--- config.mk ---
export PLATFORM = sky130hd
export DESIGN_NAME = jts18_vdp_mix
export DESIGN_NICKNAME = d
export VERILOG_FILES = /design/src/rtl/jts18_vdp_mix.sv
export SDC_FILE = /design/constraint.sdc
export NUM_CORES = 1
export LEC_CHECK = 0
export ABC_AREA = 1
export ABC_CLOCK_PERIOD_IN_PS = 1000
export CAP_MARGIN = 20
export CORE_ASPECT_RATIO = 0.7
export CORE_MARGIN = 4
export CORE_UTILIZATION = 62
export DETAILED_ROUTE_END_ITERATION = 10
export DONT_BUFFER_PORTS = 1
export PLACE_DENSITY = 0.78
export SETUP_SLACK_MARGIN = 0.02
export SKIP_CTS_REPAIR_TIMING = 1
export SLEW_MARGIN = 10
export SYNTH_ARGS = -nofsm -noshare
export SYNTH_HDL_FRONTEND = slang
export SYNTH_SLANG_ARGS = --single-unit
--- constraint.sdc ---
create_clock -name clk -period 1 [get_ports clk]
set_input_delay 0.15 -clock clk [delete_from_list [all_inputs] [get_ports clk]]
set_output_delay 0.15 -clock clk [all_outputs]
set_load 0.05 [all_outputs]
--- src/rtl/jts18_vdp_mix.sv ---
// Final System 18 pixel mixer: aligns colour to the vdp_sel decision, selects, blanks.
// Optional per-frame VDP pixel counter enabled by defining JTS18_MIXSTAT_EN.
module jts18_vdp_mix #(
  parameter int unsigned SEL_DLY = 2,
  parameter int unsigned CNTW    = 17
) (
  input  logic            clk,
  input  logic            rst_n,
  input  logic            pxl_cen,
  input  logic            LHBL,
  input  logic            LVBL,
  input  logic [14:0]     s16_rgb,
  input  logic [8:0]      vdp_rgb,
  input  logic            vdp_en,
  input  logic            vdp_sel,
  output logic [4:0]      red,
  output logic [4:0]      green,
  output logic [4:0]      blue,
  output logic            LHBL_dly,
  output logic            LVBL_dly,
  output logic [CNTW-1:0] vdp_frame_cnt,
  output logic            frame_done
);

  typedef struct packed {
    logic [14:0] s16;
    logic [8:0]  vdp;
    logic        lhbl;
    logic        lvbl;
  } pxl_t;

  pxl_t        dly_q [SEL_DLY];
  pxl_t        sel_stage;
  logic [14:0] rgb_d, rgb_q;
  logic        lhbl_q, lvbl_q;
  logic        visible, use_vdp;

  // 3-bit VDP component widened by replicating its top bits into the LSBs
  function automatic logic [4:0] exp3(input logic [2:0] c);
    return {c, c[2:1]};
  endfunction

  always_ff @(posedge clk or negedge rst_n) begin
    if (!rst_n) begin
      for (int unsigned i = 0; i < SEL_DLY; i++) dly_q[i] <= '0;
    end else if (pxl_cen) begin
      dly_q[0] <= {s16_rgb, vdp_rgb, LHBL, LVBL};
      for (int unsigned i = 1; i < SEL_DLY; i++) dly_q[i] <= dly_q[i-1];
    end
  end

  always_comb begin
    sel_stage = dly_q[SEL_DLY-1];
    visible   = sel_stage.lhbl & sel_stage.lvbl;
    use_vdp   = vdp_sel & vdp_en;
    rgb_d     = '0;
    if (visible) begin
      rgb_d = use_vdp ? {exp3(sel_stage.vdp[8:6]), exp3(sel_stage.vdp[5:3]),
                         exp3(sel_stage.vdp[2:0])}
                      : sel_stage.s16;
    end
  end

  always_ff @(posedge clk or negedge rst_n) begin
    if (!rst_n) begin
      rgb_q  <= '0;
      lhbl_q <= 1'b0;
      lvbl_q <= 1'b0;
    end else if (pxl_cen) begin
      rgb_q  <= rgb_d;
      lhbl_q <= sel_stage.lhbl;
      lvbl_q <= sel_stage.lvbl;
    end
  end

  assign red      = rgb_q[14:10];
  assign green    = rgb_q[9:5];
  assign blue     = rgb_q[4:0];
  assign LHBL_dly = lhbl_q;
  assign LVBL_dly = lvbl_q;

`ifdef JTS18_MIXSTAT_EN
  logic            lvbl_prev_q;
  logic            done_q;
  logic            frame_fall;
  logic [CNTW-1:0] cnt_d, cnt_q, frame_q;

  // A pixel landing on the frame edge is blanked, so clearing wins over counting
  always_comb begin
    frame_fall = lvbl_prev_q & ~lvbl_q;
    cnt_d      = cnt_q;
    if (frame_fall)
      cnt_d = '0;
    else if (pxl_cen && visible && use_vdp && cnt_q != '1)
      cnt_d = cnt_q + 1'b1;
  end

  always_ff @(posedge clk or negedge rst_n) begin
    if (!rst_n) begin
      lvbl_prev_q <= 1'b0;
      done_q      <= 1'b0;
      cnt_q       <= '0;
      frame_q     <= '0;
    end else begin
      lvbl_prev_q <= lvbl_q;
      done_q      <= frame_fall;
      cnt_q       <= cnt_d;
      if (frame_fall) frame_q <= cnt_q;
    end
  end

  assign vdp_frame_cnt = frame_q;
  assign frame_done    = done_q;
`else
  assign vdp_frame_cnt = '0;
  assign frame_done    = 1'b0;
`endif

endmodule
==> metrics.md, run 1 <==
| Metric | Value |
|---|---|
| Layout area overhead | 18.8% |
| Most frequent cells in the layout | nand2_1 (202), dfrtp_1 (69), dlygate4sd3_1 (23) |
| Initial DRC Count | 139 |
| CP Launch Point | rgb_q[0]$_DFFE_PN0P_ |
| CTS Buf Count | 9 |
| Die area | 6010 µm² |
| VDD IR-drop max | 1040 µV |
| Pre-CTS setup slack | roughly 0.11 ns |
| Initial core utilization | 66.4% |
| Global-route wire length before repair | 9130 µm |
| Worst R2R Start | dly_q[0]$_DFFE_PN0P_ |
| Clock root buffer | clkbuf_8 |
| Setup crit end kind | output pin |
| Slowest cell on crit path | dfrtp_1 |
| Port bufs | 0 |
| Fin util | between 70% and 80% |
| Detail-routed via count per cell | 4.86 |
| CP Data Arrival Time | 0.92 ns |
| Die height | 66.1 µm |
| Most common cell after layout, fill and taps aside | nand2_1 |
| CTS Sinks | 69 |
| Sequential share of the synthesized area | between 50% and 60% |
| CTS tree | yes |
| Io pins | 66 |
| Die Width | between 90 and 100 µm |
| Gpl congestion | 0.764 |
| CP Cell Sequence | buf_6 |
| Drt drc | 0 |
| Library cells used by synthesis | 12 |
| Antenna-violating nets left | 0 |
| Fin crit share | 107% |
| CP top delay family | flip-flops |
| Vias in the first global route | 1953 |
| Slew Limit Fails | 0 |
| Layout Skew | 0.00533 ns |
| All-Layer GR Usage | between 10% and 20% |
| Ant diodes | 0 |
| Drt wl/cell | 12.9 µm |
| Worst EP required | 0.85 ns |
| Post-Synthesis Cells | 347 |
| Max frequency | 938 MHz |
| Total congestion overflow | 0 |
| Violated checks | hold timing, setup timing |
| Layout cell share with drive strength beyond 1 | 11.6% |
| Largest net degree at the start of global routing | 70 |
| CP Buf/Inv Count | 1 |
| FP Rows | 20 |
| Core Area | around 4500 µm² |
| Final Routed Wirelength | 5820 µm |
| Antenna violations before repair | 0 |
| P_leak | about 2.0 nW |
| Unrepaired setup endpoints after global routing | yes |
| Final min period | ~1.1 ns |
| Worst path max stage delay | about 0.4 ns |
| Max-cap viol count | 0 |
| Seq cells post-synth | 69 |
| Yosys warnings | 0 |
| Mean Syn Cell Area | 8.61 µm² |
| Drt pass-1 iters | 4 |
| Worst-path fanout max | 2 |
| # fillers | 311 |
| Nets | 423 |
| Fin Setup TNS | -0.702 ns |
| Worst setup margin | -0.0657 ns |
| Critical path type | flop to output pin |
| Worst min path class | input pin to asynchronous set/reset pin |
| Fin. Hold Viols | around 110 |
| Via count | 2194 |
| Synth Cell Area | roughly 3000 µm² |
| Final Hold Slack | -0.496 ns |
| Hpwl dp | between 3000 and 4000 µm |
| Number of H-tree levels | 3 |
| CTS clock-pin slew for the worst setup and hold paths | 0.06 ns |
| Pwr/cell area | about 1700 nW/µm² |
| Startpoint types | flop |
| Skew-Pair Late Insertion Delay | roughly 0.34 ns |
| Clock buffer depth | 2 |
| Final setup viols | 17 |
| Status | finished, violations left |
power breakdown:
group / switching, W / internal, W / total [W] / leakage [nW]
clock network: 0.000923 / 0.00109 / 0.00201 / 0.0926
registers: 0.000133 / 0.00304 / 0.00317 / 0.875
logic: 0.000574 / 0.000315 / 0.000889 / 1.03
metal layers:
| metal | part of all wire [%] | track usage, % | up-vias |
|---|---|---|---|
| met5 | 0 | 0 | - |
| li1 | - | - | 1103 |
| met4 | 1.3 | 4.32 | 0 |
| met1 | 47 | 27.9 | 1008 |
| met2 | 45 | 28.0 | 72 |
| met3 | 6.3 | 9.56 | 11 |
synthesized netlist by cell type:
cell	instances	area, µm²
buf_4	22	165
o21ai_0	14	70.1
nand2_1	202	758
nor2_8	1	20.0
dfrtp_1	69	1730
nand2_4	2	22.5
nand3_1	12	60.1
buf_6	9	101
inv_1	10	37.5
conb_1	1	3.75
buf_2	4	20.0
inv_2	1	3.75
per-stage QoR:
step,area [µm²],std cells,total power [W]
2_1_floorplan,3050,364,0.00393
3_5_place_dp,3000,403,0.00397
6_report,3550,451,0.00607
5_1_grt,3550,451,0.00640
4_1_cts,3180,418,0.00597
3_3_place_gp,3000,403,0.00395
logic make-up after synthesis:
group	synth area share (%)
other	0.125
DFF	57.8
buffers and inverters	11.0
AOI/OAI and AO/OA	2.34
and+or+nand+nor	28.8
area by class of cell:
type / count / area [µm²] / area share, %
Sequential cell: 69 / 1730 / 48.6
Multi-Input combinational cell: 249 / 998 / 28.1
Timing Repair Buffer: 52 / 537 / 15.1
Clock buffer: 14 / 173 / 4.86
Tap cell: 55 / 68.8 / 1.94
Inverter: 11 / 41.3 / 1.16
Clock inverter: 1 / 5.00 / 0.141
sequential cells by signal (all words and copies together), names as in the netlist:
name	flops
rgb_q	15
LVBL_dly	1
LHBL_dly	1
dly_q	52
worst paths after layout:
kind | to | slack [ns] | depth (start not counted)
max | blue[0] | -0.07 | 1
min | dly_q[48]$_DFFE_PN0P_ | -0.50 | 0
max reg2reg | rgb_q[12]$_DFFE_PN0P_ | 0.10 | 4
max in group asynchronous | dly_q[2]$_DFFE_PN0P_ | 1.38 | 0
min in group clk | dly_q[39]$_DFFE_PN0P_ | -0.07 | 2
min reg2reg | dly_q[51]$_DFFE_PN0P_ | 0.47 | 2
No activity file was read; power rests on OpenSTA's default activity.
==> run 2: changes to the inputs <==
--- a/config.mk
+++ b/config.mk
@@ -5,14 +5,14 @@
 export SDC_FILE = /design/constraint.sdc
 export NUM_CORES = 1
 export LEC_CHECK = 0
-export ABC_AREA = 1
+export ABC_AREA = 0
 export ABC_CLOCK_PERIOD_IN_PS = 1000
-export CAP_MARGIN = 20
 export CORE_ASPECT_RATIO = 0.7
 export CORE_MARGIN = 4
 export CORE_UTILIZATION = 62
 export DETAILED_ROUTE_END_ITERATION = 10
 export DONT_BUFFER_PORTS = 1
+export GPL_TIMING_DRIVEN = 0
 export PLACE_DENSITY = 0.78
 export SETUP_SLACK_MARGIN = 0.02
 export SKIP_CTS_REPAIR_TIMING = 1
==> run 2 against run 1 <==
Effect of this change: the run still ends with hold timing, setup timing left; worst setup slack gained 0.036 ns; final cell count shrank 25%; synthesized cell count shrank 41%; critical path depth shrank 1; largest cell class unchanged; largest power group unchanged.
==> metrics.md, run 2 <==
| Metric | Value |
|---|---|
| Final Hold Slack | -0.510 ns (was -0.496 ns) |
| Fin util | 79.3% (was 78.8%) |
| Number of H-tree levels | 3 (unchanged) |
| Skew-Pair Late Insertion Delay | 0.35 ns (was 0.34 ns) |
| Gpl congestion | 0.738 (was 0.764) |
| Max reg flops | 52 (unchanged) |
| Unrepaired setup endpoints after global routing | yes (unchanged) |
| Biggest regs | dly_q x52, rgb_q x15 (unchanged) |
| Total congestion overflow | 0 (unchanged) |
| Worst min path class | input pin to asynchronous set/reset pin (unchanged) |
| VDD IR-drop max | 1200 µV (was 1040 µV) |
| Die area | 6200 µm² (was 6010 µm²) |
| Largest net degree at the start of global routing | 70 (unchanged) |
| Worst EP required | 0.85 ns (about the same) |
| Global-route wire length before repair | 8660 µm (was 9130 µm) |
| Nets | 293 (was 423) |
| Most frequent cells in the layout | mux2_4 (54), dfrtp_1 (52), dlygate4sd3_1 (26) (was nand2_1 (202), dfrtp_1 (69), dlygate4sd3_1 (23)) |
| Slew Limit Fails | 0 (unchanged) |
| Antenna-violating nets left | 0 (unchanged) |
| Via count | 1695 (was 2194) |
| R2R Setup Slk | 0.04 ns (was 0.10 ns) |
| Yosys warnings | 0 (unchanged) |
| Mean Syn Cell Area | 15.1 µm² (was 8.61 µm²) |
| Fin crit share | 103% (was 107%) |
| CTS tree | yes (unchanged) |
| Final min period | 1.03 ns (was 1.07 ns) |
| P_leak | 1.84 nW (was 1.99 nW) |
| Status | finished, violations left (unchanged) |
| Clock buffer depth | 2 (unchanged) |
| Clock root buffer | clkbuf_8 (unchanged) |
| CP Data Arrival Time | 0.88 ns (was 0.92 ns) |
| CTS Buf Count | 9 (unchanged) |
| Post-Synthesis Cells | 205 (was 347) |
| Antenna violations before repair | 0 (unchanged) |
| Largest Register | dly_q (unchanged) |
| Startpoint types | flop (unchanged) |
| Count leader, synth | dfrtp_1 (was nand2_1) |
| Yosys top cell area share | 55.8% (was 57.8%) |
| CTS Sinks | 69 (unchanged) |
| Post-synth EDFFs | 0 (unchanged) |
| Area contributors post-synth | dfrtp_1 (56%), mux2_4 (26%), buf_4 (4.4%) (was dfrtp_1 (58%), nand2_1 (25%), buf_4 (5.5%)) |
| # fillers | 284 (was 311) |
| Most common cell after layout, fill and taps aside | mux2_4 (was nand2_1) |
| Yosys top cell by area | dfrtp_1 (unchanged) |
| Drt pass-1 iters | 4 (unchanged) |
| Ant diodes | 0 (unchanged) |
| Fraction of registers with async set/reset | 100% (unchanged) |
| Setup crit end kind | output pin (unchanged) |
| Final Power | 0.00759 W (was 0.00607 W) |
| Die Width | 92.4 µm (was 91.0 µm) |
| Fin. Hold Viols | 69 (was 113) |
| Detail-routed via count per cell | 5.04 (was 4.86) |
| Reg area | 1750 µm² (was 1730 µm²) |
| Worst setup margin | -0.0301 ns (was -0.0657 ns) |
| Layout Skew | 0.00778 ns (was 0.00533 ns) |
| CTS clock-pin slew for the worst setup and hold paths | 0.08 ns (was 0.06 ns) |
| Layout area overhead | 23.2% (was 18.8%) |
| Final Routed Wirelength | 5760 µm (was 5820 µm) |
| Drt wl/cell | 17.2 µm (was 12.9 µm) |
| Violated checks | hold timing, setup timing (unchanged) |
| Multi-input combinational cell area | 1140 µm² (was 998 µm²) |
| Sequential share of the synthesized area | 55.8% (was 57.8%) |
| Critical path type | flop to output pin (unchanged) |
| Synth Cell Area | 3090 µm² (was 2990 µm²) |
| Initial DRC Count | 77 (was 139) |
| Vias in the first global route | 1638 (was 1953) |
| Initial core utilization | 64.4% (was 66.4%) |
| Most frequent cells after synthesis | dfrtp_1 (69), mux2_4 (54), buf_4 (18), inv_1 (15), o22ai_1 (14) (was nand2_1 (202), dfrtp_1 (69), buf_4 (22), o21ai_0 (14), nand3_1 (12)) |
| Io pins | 66 (unchanged) |
| Final setup viols | 17 (unchanged) |
| Layout cell share with drive strength beyond 1 | 46.1% (was 11.6%) |
| All-Layer GR Usage | 19.4% (was 19.9%) |
| Max-cap viol count | 0 (unchanged) |
| Drt drc | 0 (unchanged) |
| Prevailing post-synth register cell | dfrtp_1 (unchanged) |
| Core Area | 4810 µm² (was 4500 µm²) |
| Seq cells post-synth | 69 (unchanged) |
| Library cells used by synthesis | 13 (was 12) |
| Die height | 67.1 µm (was 66.1 µm) |
| Max frequency | 971 MHz (was 938 MHz) |
| Hpwl dp | 3580 µm (was 3600 µm) |
| Port bufs | 0 (unchanged) |
| Pwr/cell area | 1990 nW/µm² (was 1710 nW/µm²) |
| FP Rows | 21 (was 20) |
| Worst-path fanout max | 2 (unchanged) |
==> run 2: changes by cell type in the layout (fill, tap and decap cells not counted), sizes merged, moves of 4 or more <==
cell and change:
o21ai -14, nand2 -203, a21oi +12, and3 +6, nand3 -11, mux2 +54, clkbuf -4, o22ai +15
inv +4
==> run 2: cells by family after synthesis <==
group | Yosys count | synth area share (%)
flops | 69 | 55.8
mux | 57 | 27.2
buf+inv | 43 | 9.83
compound gates | 27 | 5.18
simple gates | 8 | 1.90
other cells | 1 | 0.121
==> run 2: stage by stage <==
stage	hold slack (ns)	TNS (ns)	area, µm²	worst slack, ns	std cells
2_1_floorplan	-0.146	0	3160	0.0877	222
3_3_place_gp	-0.143	0	3250	0.0438	291
3_5_place_dp	-0.143	0	3250	0.0118	291
4_1_cts	-0.527	-2.51	3490	-0.167	307
5_1_grt	-0.540	-0.984	3810	-0.0627	336
6_report	-0.510	-0.409	3810	-0.0301	336
==> run 2: final timing paths <==
kind                                  startpoint                     to  cells past startpoint
min                                        rst_n  dly_q[17]$_DFFE_PN0P_                      0
max in group asynchronous                  rst_n   LVBL_dly$_DFFE_PN0P_                      0
min in group clk                          vdp_en  rgb_q[14]$_DFFE_PN0P_                      3
min reg2reg                dly_q[40]$_DFFE_PN0P_  dly_q[14]$_DFFE_PN0P_                      1
max                         rgb_q[7]$_DFFE_PN0P_               green[2]                      0
max reg2reg                 dly_q[6]$_DFFE_PN0P_   rgb_q[5]$_DFFE_PN0P_                      3
==> run 2: where the power goes <==
part           leakage (nW)  internal, W  switching (W)
Clock                 0.119      0.00172        0.00106
Sequential            0.811      0.00315       0.000537
Combinational         0.910     0.000672       0.000446
==> run 2: layout make-up <==
type	instances	area share, %
Sequential cell	69	45.9
Multi-Input combinational cell	110	30.0
Timing Repair Buffer	29	7.42
Buffer	28	6.50
Clock buffer	10	3.61
Clock inverter	6	2.89
Tap cell	69	2.27
Inverter	15	1.48
==> run 2: routing by layer <==
metal | part of all wire [%] | routed length, µm | track usage, % | vias up
li1 | - | - | - | 789
met1 | 43 | 2490 | 24.6 | 846
met2 | 49 | 2850 | 30.5 | 51
met3 | 6.2 | 357 | 8.80 | 9
met4 | 1.2 | 70 | 5.00 | 0
met5 | 0 | 0 | 0 | -
